### src/rtl/fetch_stall_ctrl_pkg.sv
// Shared types for the fetch stall controller: FSM states, PC-select codes
// and the priority decode that turns stall requests into fetch controls.
package fetch_stall_ctrl_pkg;

  localparam int unsigned PcWidthDefault = 16;
  localparam int unsigned PcIncr         = 4;

  typedef enum logic [2:0] {
    StIdle = 3'd0,
    StRun  = 3'd1,
    StDep  = 3'd2,
    StBrw  = 3'd3,
    StGpu  = 3'd4
  } fsm_state_e;

  typedef enum logic [1:0] {
    PcSelHold = 2'b00,
    PcSelInc  = 2'b01,
    PcSelBr   = 2'b10,
    PcSelRst  = 2'b11
  } pc_sel_e;

  typedef struct packed {
    pc_sel_e    pc_sel;
    logic       latch_keep;
    logic       fe_valid;
    fsm_state_e next_state;
  } ctrl_t;

  // One priority chain drives both the controls and the next state, so they never disagree.
  function automatic ctrl_t decode_ctrl(input logic rst, input logic lock, input logic redir,
                                        input logic gpu, input logic dep, input logic br_stall);
    ctrl_t c;
    c = '{pc_sel: PcSelInc, latch_keep: 1'b0, fe_valid: 1'b1, next_state: StRun};
    if (rst || !lock) begin
      c = '{pc_sel: PcSelRst, latch_keep: 1'b0, fe_valid: 1'b0, next_state: StIdle};
    end else if (redir) begin
      c = '{pc_sel: PcSelBr, latch_keep: 1'b0, fe_valid: 1'b1, next_state: StRun};
    end else if (gpu) begin
      c = '{pc_sel: PcSelHold, latch_keep: 1'b1, fe_valid: 1'b1, next_state: StGpu};
    end else if (dep) begin
      // Dep outranks an in-flight branch: the held instruction stays valid.
      c = '{pc_sel: PcSelHold, latch_keep: 1'b1, fe_valid: 1'b1, next_state: StDep};
    end else if (br_stall) begin
      // Keep advancing the PC but issue a bubble until the target resolves.
      c = '{pc_sel: PcSelInc, latch_keep: 1'b0, fe_valid: 1'b0, next_state: StBrw};
    end
    return c;
  endfunction

endpackage

### src/rtl/fetch_stall_ctrl_if.sv
// Stall-request inputs and fetch-control outputs of the fetch stall controller.
// master: stall sources / Fetch side; slave: the controller.
interface fetch_stall_ctrl_if
  import fetch_stall_ctrl_pkg::*;
#(
  parameter int unsigned PC_WIDTH  = PcWidthDefault,
  parameter int unsigned CNT_WIDTH = 16
);
  logic                 I_LOCK;
  logic                 I_BranchAddrSelect;
  logic [PC_WIDTH-1:0]  I_BranchPC;
  logic                 I_BranchStallSignal;
  logic                 I_DepStallSignal;
  logic                 I_GPUStallSignal;
  logic [PC_WIDTH-1:0]  I_CurPC;
  logic [1:0]           O_PCSel;
  logic [PC_WIDTH-1:0]  O_NextPC;
  logic                 O_LatchKeep;
  logic                 O_FE_Valid;
  logic [2:0]           O_State;
  logic                 O_BrTimeout;
  logic [CNT_WIDTH-1:0] O_DepStallCnt;
  logic [CNT_WIDTH-1:0] O_GPUStallCnt;
  logic [CNT_WIDTH-1:0] O_BrStallCnt;

  modport master (
    output I_LOCK, I_BranchAddrSelect, I_BranchPC, I_BranchStallSignal,
    output I_DepStallSignal, I_GPUStallSignal, I_CurPC,
    input  O_PCSel, O_NextPC, O_LatchKeep, O_FE_Valid, O_State, O_BrTimeout,
    input  O_DepStallCnt, O_GPUStallCnt, O_BrStallCnt
  );

  modport slave (
    input  I_LOCK, I_BranchAddrSelect, I_BranchPC, I_BranchStallSignal,
    input  I_DepStallSignal, I_GPUStallSignal, I_CurPC,
    output O_PCSel, O_NextPC, O_LatchKeep, O_FE_Valid, O_State, O_BrTimeout,
    output O_DepStallCnt, O_GPUStallCnt, O_BrStallCnt
  );
endinterface

### src/rtl/fetch_stall_ctrl_sat_counter.sv
// Saturating up-counter with synchronous clear and synchronous active-high reset.
module fetch_stall_ctrl_sat_counter #(
  parameter int unsigned     WIDTH = 16,
  parameter logic [WIDTH-1:0] MAX  = {WIDTH{1'b1}}
) (
  input  logic             clk_i,
  input  logic             rst_i,
  input  logic             inc_i,
  input  logic             clr_i,
  output logic [WIDTH-1:0] cnt_o
);

  logic [WIDTH-1:0] cnt_q, cnt_d;

  // Clear wins over increment; the count sticks once it reaches MAX.
  always_comb begin
    cnt_d = cnt_q;
    if (clr_i) begin
      cnt_d = '0;
    end else if (inc_i && (cnt_q != MAX)) begin
      cnt_d = cnt_q + WIDTH'(1);
    end
  end

  // Count register.
  always_ff @(posedge clk_i) begin
    if (rst_i) begin
      cnt_q <= '0;
    end else begin
      cnt_q <= cnt_d;
    end
  end

  assign cnt_o = cnt_q;

endmodule

### src/rtl/fetch_stall_ctrl.sv
// Fetch-stage sequencing controller: arbitrates redirect, GPU, dependency and
// branch stall requests into PC-select / latch-hold / fetch-valid controls,
// tracks the stall cause in a registered FSM and flags long branch waits.
// Optional feature: define FETCH_STALL_STATS_EN to build the stall statistics
// counters; otherwise the statistics outputs are tied to zero.
module fetch_stall_ctrl
  import fetch_stall_ctrl_pkg::*;
#(
  parameter int unsigned         PC_WIDTH    = PcWidthDefault,
  parameter logic [PC_WIDTH-1:0] RESET_PC    = '0,
  parameter int unsigned         BR_WAIT_MAX = 8,
  parameter int unsigned         CNT_WIDTH   = 16
) (
  input logic               I_CLOCK,
  input logic               I_RESET,
  fetch_stall_ctrl_if.slave bus
);

  localparam int unsigned             BrCntWidth = $clog2(BR_WAIT_MAX + 1);
  localparam logic [BrCntWidth-1:0]   BrCntMax   = BrCntWidth'(BR_WAIT_MAX);

  ctrl_t                 ctrl;
  fsm_state_e            state_q, state_d;
  logic                  br_wait_inc;
  logic                  br_wait_clr;
  logic [BrCntWidth-1:0] br_wait_cnt;
  logic                  timeout_q, timeout_d;

  // Priority decode of the stall requests; also yields the FSM next state.
  always_comb begin
    ctrl    = decode_ctrl(I_RESET, bus.I_LOCK, bus.I_BranchAddrSelect, bus.I_GPUStallSignal,
                          bus.I_DepStallSignal, bus.I_BranchStallSignal);
    state_d = ctrl.next_state;
  end

  // Stall-cause state register.
  always_ff @(posedge I_CLOCK) begin
    if (I_RESET) begin
      state_q <= StIdle;
    end else begin
      state_q <= state_d;
    end
  end

  // Next-PC mux driven by the decoded PC select.
  always_comb begin
    bus.O_NextPC = bus.I_CurPC;
    unique case (ctrl.pc_sel)
      PcSelHold: bus.O_NextPC = bus.I_CurPC;
      PcSelInc:  bus.O_NextPC = bus.I_CurPC + PC_WIDTH'(PcIncr);
      PcSelBr:   bus.O_NextPC = bus.I_BranchPC;
      PcSelRst:  bus.O_NextPC = RESET_PC;
    endcase
  end

  assign bus.O_PCSel     = ctrl.pc_sel;
  assign bus.O_LatchKeep = ctrl.latch_keep;
  assign bus.O_FE_Valid  = ctrl.fe_valid;
  assign bus.O_State     = state_q;

  // Only back-to-back branch-wait cycles count; any other next state restarts the wait.
  assign br_wait_inc = (state_d == StBrw) && (state_q == StBrw);
  assign br_wait_clr = (state_d != StBrw);

  fetch_stall_ctrl_sat_counter #(
    .WIDTH (BrCntWidth),
    .MAX   (BrCntMax)
  ) u_br_wait_cnt (
    .clk_i (I_CLOCK),
    .rst_i (I_RESET),
    .inc_i (br_wait_inc),
    .clr_i (br_wait_clr),
    .cnt_o (br_wait_cnt)
  );

  // Timeout rises on the edge where the wait count reaches its limit, then sticks
  // until reset or the pipeline is disabled.
  always_comb begin
    timeout_d = timeout_q;
    if (!bus.I_LOCK) begin
      timeout_d = 1'b0;
    end else if (br_wait_inc && (br_wait_cnt >= BrCntMax - BrCntWidth'(1))) begin
      timeout_d = 1'b1;
    end
  end

  // Sticky timeout flag.
  always_ff @(posedge I_CLOCK) begin
    if (I_RESET) begin
      timeout_q <= 1'b0;
    end else begin
      timeout_q <= timeout_d;
    end
  end

  assign bus.O_BrTimeout = timeout_q;

`ifdef FETCH_STALL_STATS_EN
  // The next state already encodes the winning cause under lock and without reset.
  fetch_stall_ctrl_sat_counter #(
    .WIDTH (CNT_WIDTH)
  ) u_dep_stat (
    .clk_i (I_CLOCK),
    .rst_i (I_RESET),
    .inc_i (state_d == StDep),
    .clr_i (1'b0),
    .cnt_o (bus.O_DepStallCnt)
  );

  fetch_stall_ctrl_sat_counter #(
    .WIDTH (CNT_WIDTH)
  ) u_gpu_stat (
    .clk_i (I_CLOCK),
    .rst_i (I_RESET),
    .inc_i (state_d == StGpu),
    .clr_i (1'b0),
    .cnt_o (bus.O_GPUStallCnt)
  );

  fetch_stall_ctrl_sat_counter #(
    .WIDTH (CNT_WIDTH)
  ) u_br_stat (
    .clk_i (I_CLOCK),
    .rst_i (I_RESET),
    .inc_i (state_d == StBrw),
    .clr_i (1'b0),
    .cnt_o (bus.O_BrStallCnt)
  );
`else
  assign bus.O_DepStallCnt = '0;
  assign bus.O_GPUStallCnt = '0;
  assign bus.O_BrStallCnt  = '0;
`endif

endmodule
### src/flat_wrapper.sv
// flat-port wrapper written by rule: the top's interface ports become plain ports
module fetch_stall_ctrl_flat import fetch_stall_ctrl_pkg::*;
#(
  parameter int unsigned         PC_WIDTH    = PcWidthDefault,
  parameter logic [PC_WIDTH-1:0] RESET_PC    = '0,
  parameter int unsigned         BR_WAIT_MAX = 8,
  parameter int unsigned         CNT_WIDTH   = 16
)
  (I_CLOCK, I_RESET, bus_I_LOCK, bus_I_BranchAddrSelect, bus_I_BranchPC, bus_I_BranchStallSignal, bus_I_DepStallSignal, bus_I_GPUStallSignal, bus_I_CurPC, bus_O_PCSel, bus_O_NextPC, bus_O_LatchKeep, bus_O_FE_Valid, bus_O_State, bus_O_BrTimeout, bus_O_DepStallCnt, bus_O_GPUStallCnt, bus_O_BrStallCnt);
  fetch_stall_ctrl_if #(.PC_WIDTH(PC_WIDTH), .CNT_WIDTH(CNT_WIDTH)) bus_i ();
  input logic I_CLOCK;
  input logic I_RESET;
  input wire logic [$bits(bus_i.I_LOCK)-1:0] bus_I_LOCK;
  input wire logic [$bits(bus_i.I_BranchAddrSelect)-1:0] bus_I_BranchAddrSelect;
  input wire logic [$bits(bus_i.I_BranchPC)-1:0] bus_I_BranchPC;
  input wire logic [$bits(bus_i.I_BranchStallSignal)-1:0] bus_I_BranchStallSignal;
  input wire logic [$bits(bus_i.I_DepStallSignal)-1:0] bus_I_DepStallSignal;
  input wire logic [$bits(bus_i.I_GPUStallSignal)-1:0] bus_I_GPUStallSignal;
  input wire logic [$bits(bus_i.I_CurPC)-1:0] bus_I_CurPC;
  output wire logic [$bits(bus_i.O_PCSel)-1:0] bus_O_PCSel;
  output wire logic [$bits(bus_i.O_NextPC)-1:0] bus_O_NextPC;
  output wire logic [$bits(bus_i.O_LatchKeep)-1:0] bus_O_LatchKeep;
  output wire logic [$bits(bus_i.O_FE_Valid)-1:0] bus_O_FE_Valid;
  output wire logic [$bits(bus_i.O_State)-1:0] bus_O_State;
  output wire logic [$bits(bus_i.O_BrTimeout)-1:0] bus_O_BrTimeout;
  output wire logic [$bits(bus_i.O_DepStallCnt)-1:0] bus_O_DepStallCnt;
  output wire logic [$bits(bus_i.O_GPUStallCnt)-1:0] bus_O_GPUStallCnt;
  output wire logic [$bits(bus_i.O_BrStallCnt)-1:0] bus_O_BrStallCnt;
  assign bus_i.I_LOCK = bus_I_LOCK;
  assign bus_i.I_BranchAddrSelect = bus_I_BranchAddrSelect;
  assign bus_i.I_BranchPC = bus_I_BranchPC;
  assign bus_i.I_BranchStallSignal = bus_I_BranchStallSignal;
  assign bus_i.I_DepStallSignal = bus_I_DepStallSignal;
  assign bus_i.I_GPUStallSignal = bus_I_GPUStallSignal;
  assign bus_i.I_CurPC = bus_I_CurPC;
  assign bus_O_PCSel = bus_i.O_PCSel;
  assign bus_O_NextPC = bus_i.O_NextPC;
  assign bus_O_LatchKeep = bus_i.O_LatchKeep;
  assign bus_O_FE_Valid = bus_i.O_FE_Valid;
  assign bus_O_State = bus_i.O_State;
  assign bus_O_BrTimeout = bus_i.O_BrTimeout;
  assign bus_O_DepStallCnt = bus_i.O_DepStallCnt;
  assign bus_O_GPUStallCnt = bus_i.O_GPUStallCnt;
  assign bus_O_BrStallCnt = bus_i.O_BrStallCnt;
  fetch_stall_ctrl #(.PC_WIDTH(PC_WIDTH), .RESET_PC(RESET_PC), .BR_WAIT_MAX(BR_WAIT_MAX), .CNT_WIDTH(CNT_WIDTH)) u_core (.I_CLOCK(I_CLOCK), .I_RESET(I_RESET), .bus(bus_i));
endmodule
### config.mk
export PLATFORM = sky130hd
export DESIGN_NAME = fetch_stall_ctrl_flat
export DESIGN_NICKNAME = d
export VERILOG_FILES = /design/src/rtl/fetch_stall_ctrl_pkg.sv /design/src/rtl/fetch_stall_ctrl_if.sv /design/src/rtl/fetch_stall_ctrl_sat_counter.sv /design/src/rtl/fetch_stall_ctrl.sv /design/src/flat_wrapper.sv
export SDC_FILE = /design/constraint.sdc
export NUM_CORES = 1
export LEC_CHECK = 0
export ABC_CLOCK_PERIOD_IN_PS = 1400
export BUFFER_PORTS_ARGS = -buffer_cell sky130_fd_sc_hd__buf_2
export CAP_MARGIN = 20
export CORE_UTILIZATION = 39
export DETAILED_ROUTE_END_ITERATION = 8
export GPL_TIMING_DRIVEN = 0
export PLACE_DENSITY_LB_ADDON = 0.1
export SLEW_MARGIN = 5
export SYNTH_ARGS = -nofsm -noshare
export SYNTH_HDL_FRONTEND = slang
export SYNTH_SLANG_ARGS = --single-unit
### constraint.sdc
create_clock -name I_CLOCK -period 1.4 [get_ports I_CLOCK]
set_input_delay 0.21 -clock I_CLOCK [delete_from_list [all_inputs] [get_ports I_CLOCK]]
set_output_delay 0.21 -clock I_CLOCK [all_outputs]
set_load 0.01 [all_outputs]
Word-level counts from Yosys, hierarchy flattened
Cells that the tools add are included.

storage, ports and cells
  memory bits (writable) = 0
  input port bits = 39
  bits in latches = 0
  memory bits (read-only) = 0
  memories kept = 0
  register bits = 8
  logic and storage cells = 28

cells by class
  $mul = 0
  mux-type cells = 6
  $add $sub $neg = 2
  order comparisons = 1
  shifts and indexed selects = 0
  divide/modulo/power cells = 0
  bitwise operators = 1
  equal/unequal tests = 7
  reduce and logical (&&, ||, !) cells = 8

operator list
  cell                                                                count
  one-hot mux 16 bit (4 select lines)                                 1
  two-way mux 7 bit                                                   4
  adder 16 x 3 -> 16 bit (second input constant)                      1
  == test 3 x 2 -> 1 bit (second input constant)                      2
  adder 4 x 1 -> 4 bit (second input constant)                        1
  == test 2 bit (second input constant)                               2
  greater-or-equal comparator 4 x 3 -> 1 bit (second input constant)  1
  two-way mux 4 bit                                                   1
  != test 4 bit (second input constant)                               1
  OR reduction 2 bit                                                  2
  logical AND 1 bit                                                   3
  != test 3 x 2 -> 1 bit (second input constant)                      1
  == test 2 x 1 -> 1 bit (second input constant)                      1
  zero test 2 bit                                                     1
  zero test 1 bit                                                     1
  logical OR 1 bit                                                    1
  NOT 1 bit                                                           1

Depth between registers and ports, before layout
  word-level depth = 8
  gate-level depth with buffers = 6
  gate-level depth less buffers = 6

Modules after synthesis
From an unflattened synthesis, not the netlist that was laid out.

unflattened totals
  cell total of the unflattened synthesis = 176
  area, all modules = 1266.2 um2

by module, submodules not included
  module                        cells an instance  area each (um2)  seq. area each (um2)  times used
  fetch_stall_ctrl              152                1062.3           80.1                  1
  fetch_stall_ctrl_sat_counter  24                 203.9            80.1                  1

Worst setup path before layout
No wires, ideal clock.

  path type = input to output
  from = input port bus_I_CurPC[2]
  to = output port bus_O_NextPC[8]
  setup slack = -90 ps
  arrival time = 1280 ps
  stages = 4
  cell sequence = ha_1 > nand4bb_2 > or3_1 > a311oi_1

between the ends
  word-level cells in the longest chain between the ends = 2

ends and longest elaborated chain
  item                                 RTL line                RTL
  start: declaration                   flat_wrapper.sv:19      input wire logic [$bits(bus_i.I_CurPC)-1:0] bus_I_CurPC;
  adder 16 x 3 -> 16 bit               fetch_stall_ctrl.sv:50  PcSelInc: bus.O_NextPC = bus.I_CurPC + PC_WIDTH'(PcIncr);
  one-hot mux 16 bit (4 select lines)  fetch_stall_ctrl.sv:48  unique case (ctrl.pc_sel)
  end: declaration                     flat_wrapper.sv:21      output wire logic [$bits(bus_i.O_NextPC)-1:0] bus_O_NextPC;

No other way between the ends.

Final worst setup path
  from = input port bus_I_CurPC[2]
  to = output port bus_O_NextPC[10]

The elaborated chain is that of the path after synthesis.

==> reports/qor.csv <==
metric,value,unit
vias in the first global route,1201,
Max Root-Sink Buffers,2,
die area,3530,um^2
RSZ-0062 raised after global routing,true,
count of final max-slew check failures,0,
post-synthesis xor/xnor area fraction,10.2,%
kind of critical path,in -> out,
Initial Util,41.5,%
worst clock skew,0.00269,ns
Sink Count,8,
initial antenna violation count,0,
Top-Level Pins,111,
fillcell total,279,
fraction of layout cells with a size suffix above 1,52.1,%
Yosys top cell area share,29.2,%
Pre-antenna DRT Iters,4,
Worst Hold Class,in -> reg,
outcome,finished with violations,
total chip power,0.939,mW
post-synthesis sequential area ratio,12.4,%
Port-buffer cells,61,
Final nets,347,
leakage power total,1.21,nW
Post-Synth Simple-Gate Area,26.3,%
detailed placement HPWL,2670,um
Post-Synth Adder-Cell Area,2.92,%
maximum clock frequency,633,MHz
Synth Warn #,0,
# hold bufs at CTS,0,
syn avg cell area,7.44,um^2
site row count,20,
Critical Path AT,1.37,ns
ys flop type,dfxtp_1,
overall routing resource usage,19.3,%
first-pass GRT wire length,5280,um
cell taking the most area after synthesis,buf_4,
Post-synth EDFFs,0,
Compound-Gate Fraction of Synth Area,12.4,%
fin crit period,1.58,ns
critical path required time,1.19,ns
DRC errors left,0,
Root Driver,clkbuf_4,
# diodes,0,
worst hold slack,0.256,ns
Setup crit start kind,input pin,
top post-synthesis cells by area,"buf_4, dfxtp_1, xnor2_1, a21oi_1, o21ai_0",
Antenna Nets Post-Route,0,
most frequent cells after synthesis,"buf_4, nor2_1, a21oi_1",
area delta synth->final,76.4,%
critical path capture point type,output port,
Synth Instances,173,
largest family of logic cells by synthesized area,buffers and inverters,
post-synthesis mux area share,2.33,%
DIE WIDTH,59.5,um
Final WS setup,-0.180,ns
maximum vdd drop,215,uV
post-synth cell types,35,
Core Area,3100,um^2
top fanout value on the critical path,4,
via count,1467,
Initial DRC Count,38,
GPL Wtd Cong,0.800,
CTS tree,yes,
"Async S/R FF share, synth",0,%
Post-Route WL,3980,um
number of synthesized register bits,8,
final hold violations,0,
clk_lat worst skew,0.26,ns
DR WL/cell,11.5,um
Pwr per Cell Area,413,nW/um^2
Setup TNS,-1.08,ns
GRT overflow,0,
"count leader, synth",buf_4,
clk slew on worst S/H paths,0.05,ns
CTS Buf Count,3,
H-tree depth,1,
DR vias/cell,4.23,
largest net degree at the start of global routing,11,
synthesized area,1290,um^2
Final period util,113,%
Max Cap Violations,0,
failing checks,negative setup slack,
die height,59.5,um
setup violators final,12,
area by class of cell:
| type | instances | area [um^2] | share of cell area, % |
|---|---|---|---|
| buffer | 55 | 412 | 18.1 |
| clock buffer | 3 | 22.5 | 0.992 |
| timing repair buffer | 80 | 596 | 26.2 |
| multi-input combinational | 151 | 1000 | 44.1 |
| inverter | 6 | 25.0 | 1.10 |
| tap | 44 | 55.1 | 2.42 |
| sequential | 8 | 160 | 7.05 |
layout by cell type, fill, tap and decap left out, types with 2 or more instances in the layout:
master	n
o21ai_0	13
buf_12	2
nand4_1	2
nor3_4	2
buf_8	6
clkbuf_4	4
a311oi_2	2
mux2i_1	3
nand2_1	7
buf_2	49
ha_1	2
nor2_1	13
buf_4	63
xnor2_1	11
buf_6	13
dfxtp_1	8
nor3_1	3
nand3_1	6
a21oi_1	14
inv_1	5
nor4_4	4
conb_1	48
xor2_1	3
final timing paths:
path	startpoint	to	slack [ns]	depth (start not counted)
worst min register to register	u_core.bus.O_BrTimeout	u_core.bus.O_BrTimeout	0.46	1
worst min-delay path	bus_I_DepStallSignal	u_core.bus.O_State[1]	0.26	3
worst max-delay path	bus_I_CurPC[2]	bus_O_NextPC[10]	-0.18	8
worst max register to register	u_core.u_br_wait_cnt.cnt_o[0]	u_core.u_br_wait_cnt.cnt_o[2]	0.21	6
metrics by stage:
step | cells | instance area [um^2] | utilization [%] | worst slack [ns]
final | 347 | 2270 | 73.2 | -0.180
after CTS | 335 | 2100 | 67.5 | -0.167
after global placement | 325 | 1850 | 59.8 | -0.305
after detailed placement | 325 | 1850 | 59.8 | -0.300
after floorplan | 220 | 1490 | - | 0.0338
after global routing | 347 | 2270 | 73.2 | -0.250
critical path, cell delays in order:
cell	delay [ns]
buf_8	0.08
ha_4	0.13
nand4bb_4	0.13
buf_12	0.16
nor3_1	0.23
xnor2_1	0.11
a21oi_1	0.17
buf_2	0.15
sequential cells by signal, indices dropped and copies added, names as in the netlist:
name                        cells
u_core.bus.O_BrTimeout          1
u_core.bus.O_State              3
u_core.u_br_wait_cnt.cnt_o      4
power breakdown:
group          switching [mW]  internal [mW]
clock network          0.0839         0.0985
registers             0.00100          0.231
logic                   0.252          0.272
routing by layer:
layer	vias to the layer above	GRT usage (%)	part of all wire, %	routed length, um
met4	0	6.12	1.4	57
met1	638	24.2	41	1620
li1	749	-	-	-
met2	72	34.0	51	2030
met5	-	0	0	0
met3	8	2.18	6.9	275
what timing repair did:
action,in CTS,in global routing
setup endpoints to repair,15,15
pin swaps,20,20
setup buffers,7,12
gates resized for setup,42,20
cell families (layout without fill, tap and decap cells):
| kind of cell | Yosys count | after routing |
|---|---|---|
| adder cells (fa/ha/maj) | 3 | 3 |
| buffers and inverters | 61 | 144 |
| other | 1 | 48 |
| AND/OR/NAND/NOR | 52 | 52 |
| XOR/XNOR | 15 | 15 |
| AO/OA/AOI/OAI | 30 | 30 |
| multiplexers | 3 | 3 |
| flip-flops | 8 | 8 |
(Power assumes the default switching activity.)
